===== src/rtl/x_stream_gen.sv =====
// x_stream_gen: serialises a loaded bit pattern onto x, LSB first.
// Each bit is held for HOLD cycles. A pass can run once or repeat, with an
// optional idle gap between passes. Every output comes straight from a flop.
module x_stream_gen #(
  parameter int WIDTH = 8,
  parameter int LEN_W = 4,
  parameter int HOLD  = 2,
  parameter int GAP   = 0
) (
  input  logic             CLK,
  input  logic             RESET,
  input  logic             load,
  input  logic [WIDTH-1:0] pattern,
  input  logic [LEN_W-1:0] len,
  input  logic             repeat_en,
  input  logic             abort,
  output logic             x,
  output logic             valid,
  output logic             ready,
  output logic             done,
  output logic [LEN_W-1:0] bit_idx
);

  // Counters need at least one bit, even when HOLD or GAP is 0 or 1.
  localparam int HC_W = (HOLD > 1) ? $clog2(HOLD) : 1;
  localparam int GC_W = (GAP > 1) ? $clog2(GAP) : 1;
  localparam logic [LEN_W-1:0] WIDTH_L  = LEN_W'(WIDTH);
  localparam logic [HC_W-1:0]  HOLD_MAX = HC_W'(HOLD - 1);
  localparam logic [GC_W-1:0]  GAP_MAX  = GC_W'(GAP - 1);

  typedef enum logic [1:0] {
    ST_IDLE = 2'd0,
    ST_SEND = 2'd1,
    ST_GAP  = 2'd2
  } state_t;

  state_t           state_q, state_d;
  logic             x_q, x_d;
  logic             valid_q, valid_d;
  logic             ready_q, ready_d;
  logic             done_q, done_d;
  logic [LEN_W-1:0] idx_q, idx_d;
  logic [HC_W-1:0]  hold_q, hold_d;
  logic [GC_W-1:0]  gap_q, gap_d;
  logic [WIDTH-1:0] pat_q, pat_d;   // stored copy, used to restart a pass
  logic [WIDTH-1:0] sh_q, sh_d;     // working copy; bit 0 is the bit on x
  logic [LEN_W-1:0] len_q, len_d;

  logic [WIDTH-1:0] sh_shift;
  logic [LEN_W-1:0] len_clamped;

  // A shift register replaces a variable index into the pattern.
  assign sh_shift    = sh_q >> 1;
  assign len_clamped = (len > WIDTH_L) ? WIDTH_L : len;

  // Compute the next state and next registered outputs.
  always_comb begin
    state_d = state_q;
    x_d     = x_q;
    valid_d = valid_q;
    ready_d = ready_q;
    done_d  = 1'b0;
    idx_d   = idx_q;
    hold_d  = hold_q;
    gap_d   = gap_q;
    pat_d   = pat_q;
    sh_d    = sh_q;
    len_d   = len_q;

    case (state_q)
      ST_IDLE: begin
        x_d     = 1'b0;
        valid_d = 1'b0;
        ready_d = 1'b1;
        idx_d   = '0;
        if (load && ready_q && !abort) begin
          if (len_clamped == '0) begin
            // Empty pass: nothing is sent, but the pass still reports done.
            done_d = 1'b1;
          end else begin
            pat_d   = pattern;
            sh_d    = pattern;
            len_d   = len_clamped;
            state_d = ST_SEND;
            x_d     = pattern[0];
            valid_d = 1'b1;
            ready_d = 1'b0;
            hold_d  = '0;
          end
        end
      end

      ST_SEND: begin
        if (abort) begin
          state_d = ST_IDLE;
          x_d     = 1'b0;
          valid_d = 1'b0;
          ready_d = 1'b1;
          idx_d   = '0;
          hold_d  = '0;
        end else if (hold_q == HOLD_MAX) begin
          hold_d = '0;
          if ((idx_q + LEN_W'(1)) < len_q) begin
            idx_d = idx_q + LEN_W'(1);
            sh_d  = sh_shift;
            x_d   = sh_shift[0];
          end else begin
            // End of pass: repeat_en is only looked at here.
            done_d = 1'b1;
            idx_d  = '0;
            if (repeat_en) begin
              if (GAP == 0) begin
                sh_d = pat_q;
                x_d  = pat_q[0];
              end else begin
                state_d = ST_GAP;
                gap_d   = '0;
                x_d     = 1'b0;
                valid_d = 1'b0;
              end
            end else begin
              state_d = ST_IDLE;
              x_d     = 1'b0;
              valid_d = 1'b0;
              ready_d = 1'b1;
            end
          end
        end else begin
          hold_d = hold_q + HC_W'(1);
        end
      end

      ST_GAP: begin
        if (abort) begin
          state_d = ST_IDLE;
          x_d     = 1'b0;
          valid_d = 1'b0;
          ready_d = 1'b1;
          idx_d   = '0;
          gap_d   = '0;
        end else if (gap_q == GAP_MAX) begin
          state_d = ST_SEND;
          sh_d    = pat_q;
          x_d     = pat_q[0];
          valid_d = 1'b1;
          idx_d   = '0;
          hold_d  = '0;
          gap_d   = '0;
        end else begin
          gap_d = gap_q + GC_W'(1);
        end
      end

      default: begin
        state_d = ST_IDLE;
        x_d     = 1'b0;
        valid_d = 1'b0;
        ready_d = 1'b1;
        idx_d   = '0;
      end
    endcase
  end

  // Register all state and outputs; RESET overrides everything.
  always_ff @(posedge CLK) begin
    if (RESET) begin
      state_q <= ST_IDLE;
      x_q     <= 1'b0;
      valid_q <= 1'b0;
      ready_q <= 1'b1;
      done_q  <= 1'b0;
      idx_q   <= '0;
      hold_q  <= '0;
      gap_q   <= '0;
      pat_q   <= '0;
      sh_q    <= '0;
      len_q   <= '0;
    end else begin
      state_q <= state_d;
      x_q     <= x_d;
      valid_q <= valid_d;
      ready_q <= ready_d;
      done_q  <= done_d;
      idx_q   <= idx_d;
      hold_q  <= hold_d;
      gap_q   <= gap_d;
      pat_q   <= pat_d;
      sh_q    <= sh_d;
      len_q   <= len_d;
    end
  end

  assign x       = x_q;
  assign valid   = valid_q;
  assign ready   = ready_q;
  assign done    = done_q;
  assign bit_idx = idx_q;

endmodule

===== config.mk =====
export PLATFORM = sky130hd
export DESIGN_NAME = x_stream_gen
export DESIGN_NICKNAME = d
export VERILOG_FILES = /design/src/rtl/x_stream_gen.sv
export SDC_FILE = /design/constraint.sdc
export NUM_CORES = 1
export LEC_CHECK = 0
export CAP_MARGIN = 20
export CELL_PAD_IN_SITES_DETAIL_PLACEMENT = 1
export CELL_PAD_IN_SITES_GLOBAL_PLACEMENT = 1
export CORE_MARGIN = 10
export CORE_UTILIZATION = 35
export CTS_CLUSTER_SIZE = 14
export DETAILED_ROUTE_END_ITERATION = 12
export GPL_ROUTABILITY_DRIVEN = 0
export PLACE_DENSITY_LB_ADDON = 0.1
export RECOVER_POWER = 100
export SLEW_MARGIN = 5
export SYNTH_ARGS = -nofsm -noshare
export SYNTH_HDL_FRONTEND = slang
export SYNTH_SLANG_ARGS = --single-unit

===== constraint.sdc =====
create_clock -name CLK -period 2.4 [get_ports CLK]
set_input_delay 0.48 -clock CLK [delete_from_list [all_inputs] [get_ports CLK]]
set_output_delay 0.48 -clock CLK [all_outputs]
set_load 0.02 [all_outputs]

# == Yosys cells after proc, flatten, opt, wreduce, memory -nomap -nowiden ==
# Index checks and enable logic that the tools add are counted.
# word_totals
ff_bits,32
input_bits,17
out_inout_bits,8
# classes
add_sub_neg,3
n_lt_le_gt_ge,2
eq_ne,14
muxes,65
bitwise,1
n_reduce_logical,13
# ops
op,n
8-bit two-way mux,8
1-bit two-way mux,35
4-bit two-way mux,6
8-bit case mux with 3 select lines,1
2-bit two-way mux,8
"3-bit != test, second input constant",5
"2-bit != test, second input constant",7
1-bit case mux with 3 select lines,4
4-bit case mux with 2 select lines,1
4-bit AND reduction,2
8-bit AND reduction,1
2-bit case mux with 3 select lines,1
6-bit AND reduction,1
5-bit AND reduction,1
"4-bit by 1-bit adder with 4-bit output, second input constant",1
"4-bit greater-than comparator, second input constant",1
4-bit zero test,1
4-bit < comparator,1
3-bit AND reduction,1
3-bit nonzero test,1
"1-bit adder, second input constant",2
"2-bit by 1-bit equality test with 1-bit output, second input constant",1
"2-bit equality test, second input constant",1
1-bit logical AND,2
other kinds (5),5

# == Depth between registers and ports, before layout ==
# Gate-level depths: netlist of the first run.
# logic_depth
depth_word,6
mapped_depth,9

# == Worst setup path before layout of the first run ==
# OpenSTA, ideal clock, no wires.
# synth_timing
path_type,register to register
from,reg idx_q[0] (netlist: bit_idx[0])
to,reg x_q (netlist: x)
setup_time_ns,0.088
t_arrival_ns,2.205
required_ns,2.312
slack_ns,0.107
stages_incl_launch_ff,10
path_buffers,2
synth_period_minus_slack_ns,2.293
path_cell_list,dfxtp_1 > nand3_1 > xnor2_1 > ha_1 > a21o_1 > clkbuf_1 > a21o_1 > buf_6 > mux2_4 > a311oi_2
# synth_between
elab_chain_len,6
# synth_lines
element,line_no,source
from (decl),42,"logic [LEN_W-1:0] idx_q, idx_d;"
from (signal assigned),184,idx_q <= idx_d;
4-bit by 1-bit adder with 4-bit output,103,if ((idx_q + LEN_W'(1)) < len_q) begin
4-bit < comparator,103,
1-bit two-way mux,103,
1-bit two-way mux,101,end else if (hold_q == HOLD_MAX) begin
1-bit two-way mux,94,if (abort) begin
1-bit case mux with 3 select lines,70,case (state_q)
to (signal assigned),168,x_q <= 1'b0;
to (signal assigned),180,x_q <= x_d;
to (decl),38,"logic x_q, x_d;"
# No other way between the ends. The select of a mux whose other input is x is not followed.
# A chain may end at the register's enable or synchronous reset.

# == Final worst setup path of the first run ==
# layout_timing
from,in len[3]
to,reg pat_q[4]
# layout_between
elab_chain_len,5
# layout_lines
element,line_no,source
from (decl),14,"input logic [LEN_W-1:0] len,"
4-bit greater-than comparator,54,assign len_clamped = (len > WIDTH_L) ? WIDTH_L : len;
4-bit two-way mux (*),54,
4-bit zero test (*),77,if (len_clamped == '0) begin
1-bit NOT (no line) (*),n/a,
3-bit AND reduction (no line) (*),n/a,
to (signal assigned),187,pat_q <= pat_d;
to (decl),45,"logic [WIDTH-1:0] pat_q, pat_d;"
# Mark *: on every way between the ends. The rest lies on a longest branch, timed or not.

==> metrics.md, run 1 <==
| Metric | Value |
|---|---|
| Die Width | 86.1 um |
| Fraction of layout cells with a size suffix above 1 | 0.144 |
| I/O Buffers | 24 |
| Min Tclk post-route | 2280 ps |
| DRC | 0 |
| Yosys reg bits | 29 |
| Status | completed |
| Post-synth top flop | dfxtp_1 |
| Max_cap viols | 0 |
| Die area | between 0.007 and 0.008 mm^2 |
| Number of global-route vias before repair | 1480 |
| Clock Sinks | 29 |
| Total CTS buffers | 5 |
| Commonest non-fill, non-tap cell in the layout | dfxtp_1 |
| Worst skew pair latency | 280 ps |
| # fillers | 485 |
| Avg Inst Size Synth | 9.09 um^2 |
| Site Rows | 23 |
| Relative slew slack | 0.667 |
| Tcrit/Tclk final | 0.951 |
| Setup crit end kind | register |
| Area of the multi-input gates | around 840 um^2 |
| Layout Cells excl Fill | 251 |
| Final instance area | 0.00192 mm^2 |
| Routed WL | 4570 um |
| Clk root buf | clkbuf_8 |
| Setup ws final | ~120 ps |
| Die Y | 86.1 um |
| CP Launch Type | input pin |
| DR iter-0 viols | 71 |
| Vias | 1423 |
| Final core occ | 0.468 |
| DP Worst Slack | 66.5 ps |
| Worst Max-Slew Pin Slew | 495 ps |
| Worst Hold Class | register to register |
| Synth Cell Area | 0.00153 mm^2 |
| Warnings from Yosys | 0 |
| Synthesized instance count | about 170 |
| CORE AREA | 0.00412 mm^2 |
| Antenna violations before repair | 0 |
| IO Pins | 25 |
| # hold bufs at CTS | 0 |
| Maximum fanout count along the critical path | 7 |
| Inserted Diodes | 0 |
| Largest net degree at the start of global routing | 25 |
| CTS clk-pin slew, worst paths | 60 ps |
| Fin. Hold Viols | 0 |
| Setup CP Type | input pin to register |
| Highest metal used | met4 |
| Synth unique cells | 42 |
| Setup-failing EPs final | 0 |
| Wire per inst | 18.2 um |
| Max VDD drop | about 0.33 mV |
| RSZ-0062 raised after global routing | no |
| Fmax | 0.438 GHz |
| Most frequent cells in the layout | dfxtp_1, nand2_1, a21oi_1 |
| Initial Util | 0.371 |
| Required @ worst endpoint | 2610 ps |
| Placed cells | about 240 |
| NumNets Final | 221 |
| Final setup TNS | 0 ps |
| Register area | around 580 um^2 |
| Met2 WL post-DR | ~2200 um |
| Critical path data arrival time | 2490 ps |
| Fin. max-slew vios | 0 |
| Drt pass-1 iters | 4 |
| Routed wl met3 | 265 um |
| Clock buffer depth | 2 |
| TritonCTS clock tree | yes |
| Total GRT Usage | 0.125 |
| Setup clock skew after layout | 6.33 ps |
| Number of synthesized flops with an enable pin | 0 |
| Routed met1 length | approximately 2100 um |
| P_leak | 0.742 nW |
| P per Cell Area | 551 mW/mm^2 |
| Mapped Nets | 189 |
| Syn-to-layout area delta | 26.0% |
| Seq/Total Area, Yosys | 0.380 |
| Grt total ovfl | 0 |
| Remaining antenna violation count after routing | 0 |
| CTS H-tree lvls | 2 |
| Via/cell ratio | 5.67 |
| First-pass GRT wire length | 7520 um |
| Area after DPL | 0.00185 mm^2 |
| Post-synthesis async set-or-reset flop share | 0 |
| Post-detail-place hpwl | 3440 um |
-- cell usage after synthesis, types with 2 or more instances --
cell type   n  share of area
o221ai_1    6          0.034
nand2_1    22          0.054
ha_1        4          0.033
a211oi_1   12          0.059
a2bb2oi_1   2          0.011
clkbuf_1    5          0.012
inv_1      12          0.029
nand2b_1    4          0.016
dfxtp_1    29           0.38
buf_2       2         0.0066
o32ai_2     6          0.064
nand3_1     3         0.0098
o211ai_1    2         0.0098
a21o_1      3          0.015
buf_6       3          0.022
a22oi_1     4          0.020
a21oi_1    17          0.056
nand3b_1    2         0.0098
nor2_1      7          0.017
-- stage by stage --
step / total power [W] / hold WS [ps]
final: 0.00106 / 466
after global routing: 0.00111 / 494
after CTS: 0.00107 / 469
after detailed placement: 0.000690 / 459
after global placement: 0.000684 / 444
after floorplan: 0.000619 / 437
-- worst max-delay path, stage by stage --
cell	delay (ps)
dlygate4sd3_1	580
nor4_1	500
clkbuf_1	230
nand2b_1	160
clkbuf_1	300
nand2_1	100
a21oi_1	140
-- layout make-up --
cell class | instances | share of cell area
clock buffer | 8 | 0.0416
tap | 50 | 0.0325
sequential | 29 | 0.302
timing repair buffer | 35 | 0.163
inverter | 14 | 0.0273
multi-input combinational | 115 | 0.434
-- path summary, 6_finish.rpt --
kind | startpoint | slack (ps) | to | cells after the start
max | len[3] | 120 | pat_q[4]$_SDFFE_PP0P_ | 7
min | pat_q[0]$_SDFFE_PP0P_ | 470 | pat_q[0]$_SDFFE_PP0P_ | 2
max reg2reg | bit_idx[0]$_SDFFE_PP0N_ | 150 | x$_SDFFE_PP0N_ | 7
min reg2reg | pat_q[0]$_SDFFE_PP0P_ | 470 | pat_q[0]$_SDFFE_PP0P_ | 2
-- timing repair --
action / in CTS / in global routing
buffers inserted: 0 / 0
setup endpoints to repair: 0 / 6
resized for setup: 0 / 4
-- metal layers --
| layer | vias to the layer above | track usage |
|---|---|---|
| met4 | 0 | 0.0404 |
| met3 | 7 | 0.0454 |
| met1 | 700 | 0.151 |
| li1 | 685 | - |
| met2 | 31 | 0.200 |
| met5 | - | 0 |
-- power by group --
part | leakage (nW) | internal, W | switching, W
combinational | 0.467 | 0.0000739 | 0.0000873
sequential | 0.236 | 0.000501 | 0.0000152
clock | 0.0395 | 0.000206 | 0.000178
total | 0.742 | 0.000781 | 0.000280
-- flip-flops by register name, indices dropped and copies added, names as in the netlist --
| register | flops |
|---|---|
| done | 1 |
| hold_q | 1 |
| len_q | 4 |
| valid | 1 |
| bit_idx | 4 |
| pat_q | 8 |
| sh_q | 7 |
| ready | 1 |
| state_q | 1 |
| x | 1 |
-- cell families (layout without fill, tap and decap cells) --
| kind of cell | count (synthesis) | in the layout | share of synthesized area |
|---|---|---|---|
| compound gates | 62 | 62 | 0.330 |
| simple gates | 46 | 46 | 0.161 |
| flops | 29 | 29 | 0.380 |
| buf+inv | 24 | 57 | 0.0753 |
| fa+ha+maj | 4 | 4 | 0.0328 |
| xor+xnor | 2 | 2 | 0.0115 |
| mux | 1 | 1 | 0.00983 |
Note: power is estimated with default switching activity, not from simulation.
==> run 2: changes to the inputs <==
--- a/config.mk
+++ b/config.mk
@@ -15,6 +15,7 @@
 export GPL_ROUTABILITY_DRIVEN = 0
 export PLACE_DENSITY_LB_ADDON = 0.1
 export RECOVER_POWER = 100
+export REMOVE_ABC_BUFFERS = 1
 export SLEW_MARGIN = 5
 export SYNTH_ARGS = -nofsm -noshare
 export SYNTH_HDL_FRONTEND = slang
==> run 2 against run 1 <==
Compared with the run above:
- count of clock-buffer cells in the layout fell by 1
- highest routed layer unchanged
- critical endpoint is now x$_SDFFE_PP0N_
- maximum frequency rose by 2.3%
- sequential cell count did not move
- global-route usage increased by 0.30 points
- critical path type is now register to register
==> metrics.md, run 2 (synthesis gave the netlist of run 1 again) <==
| Metric | Value |
|---|---|
| Clock buffer depth | 2 (unchanged) |
| CP max-delay cell | dfxtp_1 |
| Setup clock skew after layout | 8.02 ps (+1.69 ps) |
| Setup Buffers After CTS | 0 (unchanged) |
| # fillers | 502 (+3.5%) |
| Worst Setup SP | bit_idx[0]$_SDFFE_PP0N_ |
| Remaining antenna violation count after routing | 0 (unchanged) |
| Fraction of layout cells with a size suffix above 1 | 0.159 (+0.0149) |
| CTS H-tree lvls | 2 (unchanged) |
| Setup crit end kind | register |
| Clock Sinks | 29 (unchanged) |
| Fmax | 0.448 GHz (+2.3%) |
| Inserted Diodes | 0 (unchanged) |
| Final setup TNS | 0 ps (unchanged) |
| Number of global-route vias before repair | 1469 (-0.74%) |
| Clk root buf | clkbuf_8 |
| Drt pass-1 iters | 4 (unchanged) |
| Status | completed |
| Min Tclk post-route | 2230 ps (-50.3 ps) |
| Via/cell ratio | 5.62 (-0.84%) |
| Critical path data arrival time | 2450 ps (-40 ps) |
| Biggest regs | pat_q (8), sh_q (7) |
| Die area | 0.00741 mm^2 (unchanged) |
| Site Rows | 23 (unchanged) |
| Worst R2R Start | bit_idx[0]$_SDFFE_PP0N_ |
| Antenna violations before repair | 0 (unchanged) |
| DR iter-0 viols | 51 (-28%) |
| Setup-failing EPs final | 0 (unchanged) |
| DRC | 0 (unchanged) |
| First-pass GRT wire length | 7600 um (+1.1%) |
| R2R Setup Slk | 170 ps (+20 ps) |
| Max_cap viols | 0 (unchanged) |
| Cells on Worst Hold Path | 2 (unchanged) |
| Tcrit/Tclk final | 0.930 (-0.0210) |
| Most flop-heavy register | pat_q |
| Setup CP Type | register to register |
| Syn-to-layout area delta | 26.3% |
| Total GRT Usage | 0.128 (+0.00301) |
| Min-Delay Startpoint | pat_q[0]$_SDFFE_PP0P_ |
| Fin. Hold Viols | 0 (unchanged) |
| Area after DPL | 0.00185 mm^2 (unchanged) |
| Worst skew pair latency | 300 ps (+20 ps) |
| Fin. max-slew vios | 0 (unchanged) |
| NumNets Final | 221 (unchanged) |
| I/O Buffers | 24 (unchanged) |
| CORE AREA | 0.00412 mm^2 (unchanged) |
| Initial Util | 0.371 (unchanged) |
| Relative slew slack | 0.625 (-0.0420) |
| CTS clk-pin slew, worst paths | 70 ps (about the same) |
| Maximum fanout count along the critical path | 9 (+2) |
| Wire per inst | 18.1 um (-0.33%) |
| Max FFs per register | 8 (unchanged) |
| TritonCTS clock tree | yes |
| IO Pins | 25 (unchanged) |
| Worst Max-Slew Pin Slew | 557 ps (+62.4 ps) |
| Reg2Reg Depth | 7 (unchanged) |
| Final instance area | 0.00193 mm^2 (+0.26%) |
| CP Launch Type | register |
| P per Cell Area | 585 mW/mm^2 (+6.1%) |
| Most frequent cells in the layout | dfxtp_1, nand2_1, a21oi_1 |
| Vias | 1411 (-0.84%) |
| Die Y | 86.1 um (unchanged) |
| Grt total ovfl | 0 (unchanged) |
| RSZ-0062 raised after global routing | no |
| Post-detail-place hpwl | 3430 um (-0.15%) |
| Required @ worst endpoint | 2610 ps (about the same) |
| Register area | 581 um^2 (unchanged) |
| Total CTS buffers | 5 (unchanged) |
| Routed WL | 4560 um (-0.33%) |
| Slowest stage delay, CP | 430 ps (-150 ps) |
| Worst Hold Class | register to register |
| Largest net degree at the start of global routing | 25 (unchanged) |
| Die Width | 86.1 um (unchanged) |
| Commonest non-fill, non-tap cell in the layout | dfxtp_1 |
| Total power | 0.00113 W (+6.3%) |
| Area of the multi-input gates | 818 um^2 (-2.1%) |
| P_leak | 0.723 nW (-2.6%) |
| CP cell instances | nand3_1 -> xnor2_1 -> ha_1 -> a21o_1 -> a21o_2 -> mux2_4 -> a311oi_2 |
| Max VDD drop | 0.286 mV (-12%) |
==> run 2: cell types whose count changed in the layout (fill, tap and decap cells not counted) <==
cell	before	now
or2_4	1	0
clkbuf_1	5	1
or2_1	0	1
dlygate4sd3_1	9	8
clkbuf_2	1	2
a21o_2	0	1
clkinv_2	0	1
nand3b_4	1	0
clkbuf_8	5	7
clkdlybuf4s50_1	15	16
nand3b_2	0	1
a21o_4	1	0
==> run 2: where the power goes <==
| part | internal, W | total (W) | switching [W] | leakage, nW |
|---|---|---|---|---|
| combinational | 0.0000720 | 0.000158 | 0.0000858 | 0.433 |
| clock | 0.000259 | 0.000454 | 0.000196 | 0.0542 |
| sequential | 0.000501 | 0.000516 | 0.0000149 | 0.236 |
==> run 2: worst paths after layout <==
| kind | endpoint |
|---|---|
| max | x$_SDFFE_PP0N_ |
| min | pat_q[0]$_SDFFE_PP0P_ |
| max reg2reg | x$_SDFFE_PP0N_ |
| min reg2reg | pat_q[0]$_SDFFE_PP0P_ |
==> run 2: repair_timing <==
item                       4_1_cts  5_1_grt
setup endpoints to repair        0        2
resized for setup                0        1
hold buffers                     0        0
==> run 2: final cells by class <==
| type | count | area share |
|---|---|---|
| clock buffer | 7 | 0.0499 |
| clock inverter | 1 | 0.00259 |
| inverter | 14 | 0.0272 |
| multi-input combinational | 115 | 0.424 |
| sequential | 29 | 0.301 |
| tap | 50 | 0.0324 |
| timing repair buffer | 35 | 0.163 |
==> run 2: worst max-delay path: cells and delay by family (launching register included) <==
kind | cells | cell delay, ps
muxes | 1 | 320
and+or+nand+nor | 1 | 140
DFF | 1 | 430
AOI/OAI and AO/OA | 3 | 780
xor gates and xnor gates | 1 | 200
adders and majority gates | 1 | 280
==> run 2: metal layers <==
metal  part of all wire  routed length, um  vias to the layer above  GRT usage
met2               0.49               2250                       26      0.210
met3              0.041                188                        4     0.0397
met4              0.013                 59                        0     0.0449
met1               0.45               2060                      694      0.153
met5                  0                  0                        -          0
li1                   -                  -                      687          -
==> run 2: metrics by stage <==
step / utilization / hold WS (ps) / cells / worst slack (ps)
after floorplan: - / 431 / 158 / 79.1
after global placement: 0.450 / 445 / 243 / 215
after detailed placement: 0.450 / 450 / 243 / 101
after CTS: 0.474 / 460 / 251 / 101
after global routing: 0.469 / 479 / 251 / 18.7
final: 0.469 / 457 / 251 / 168
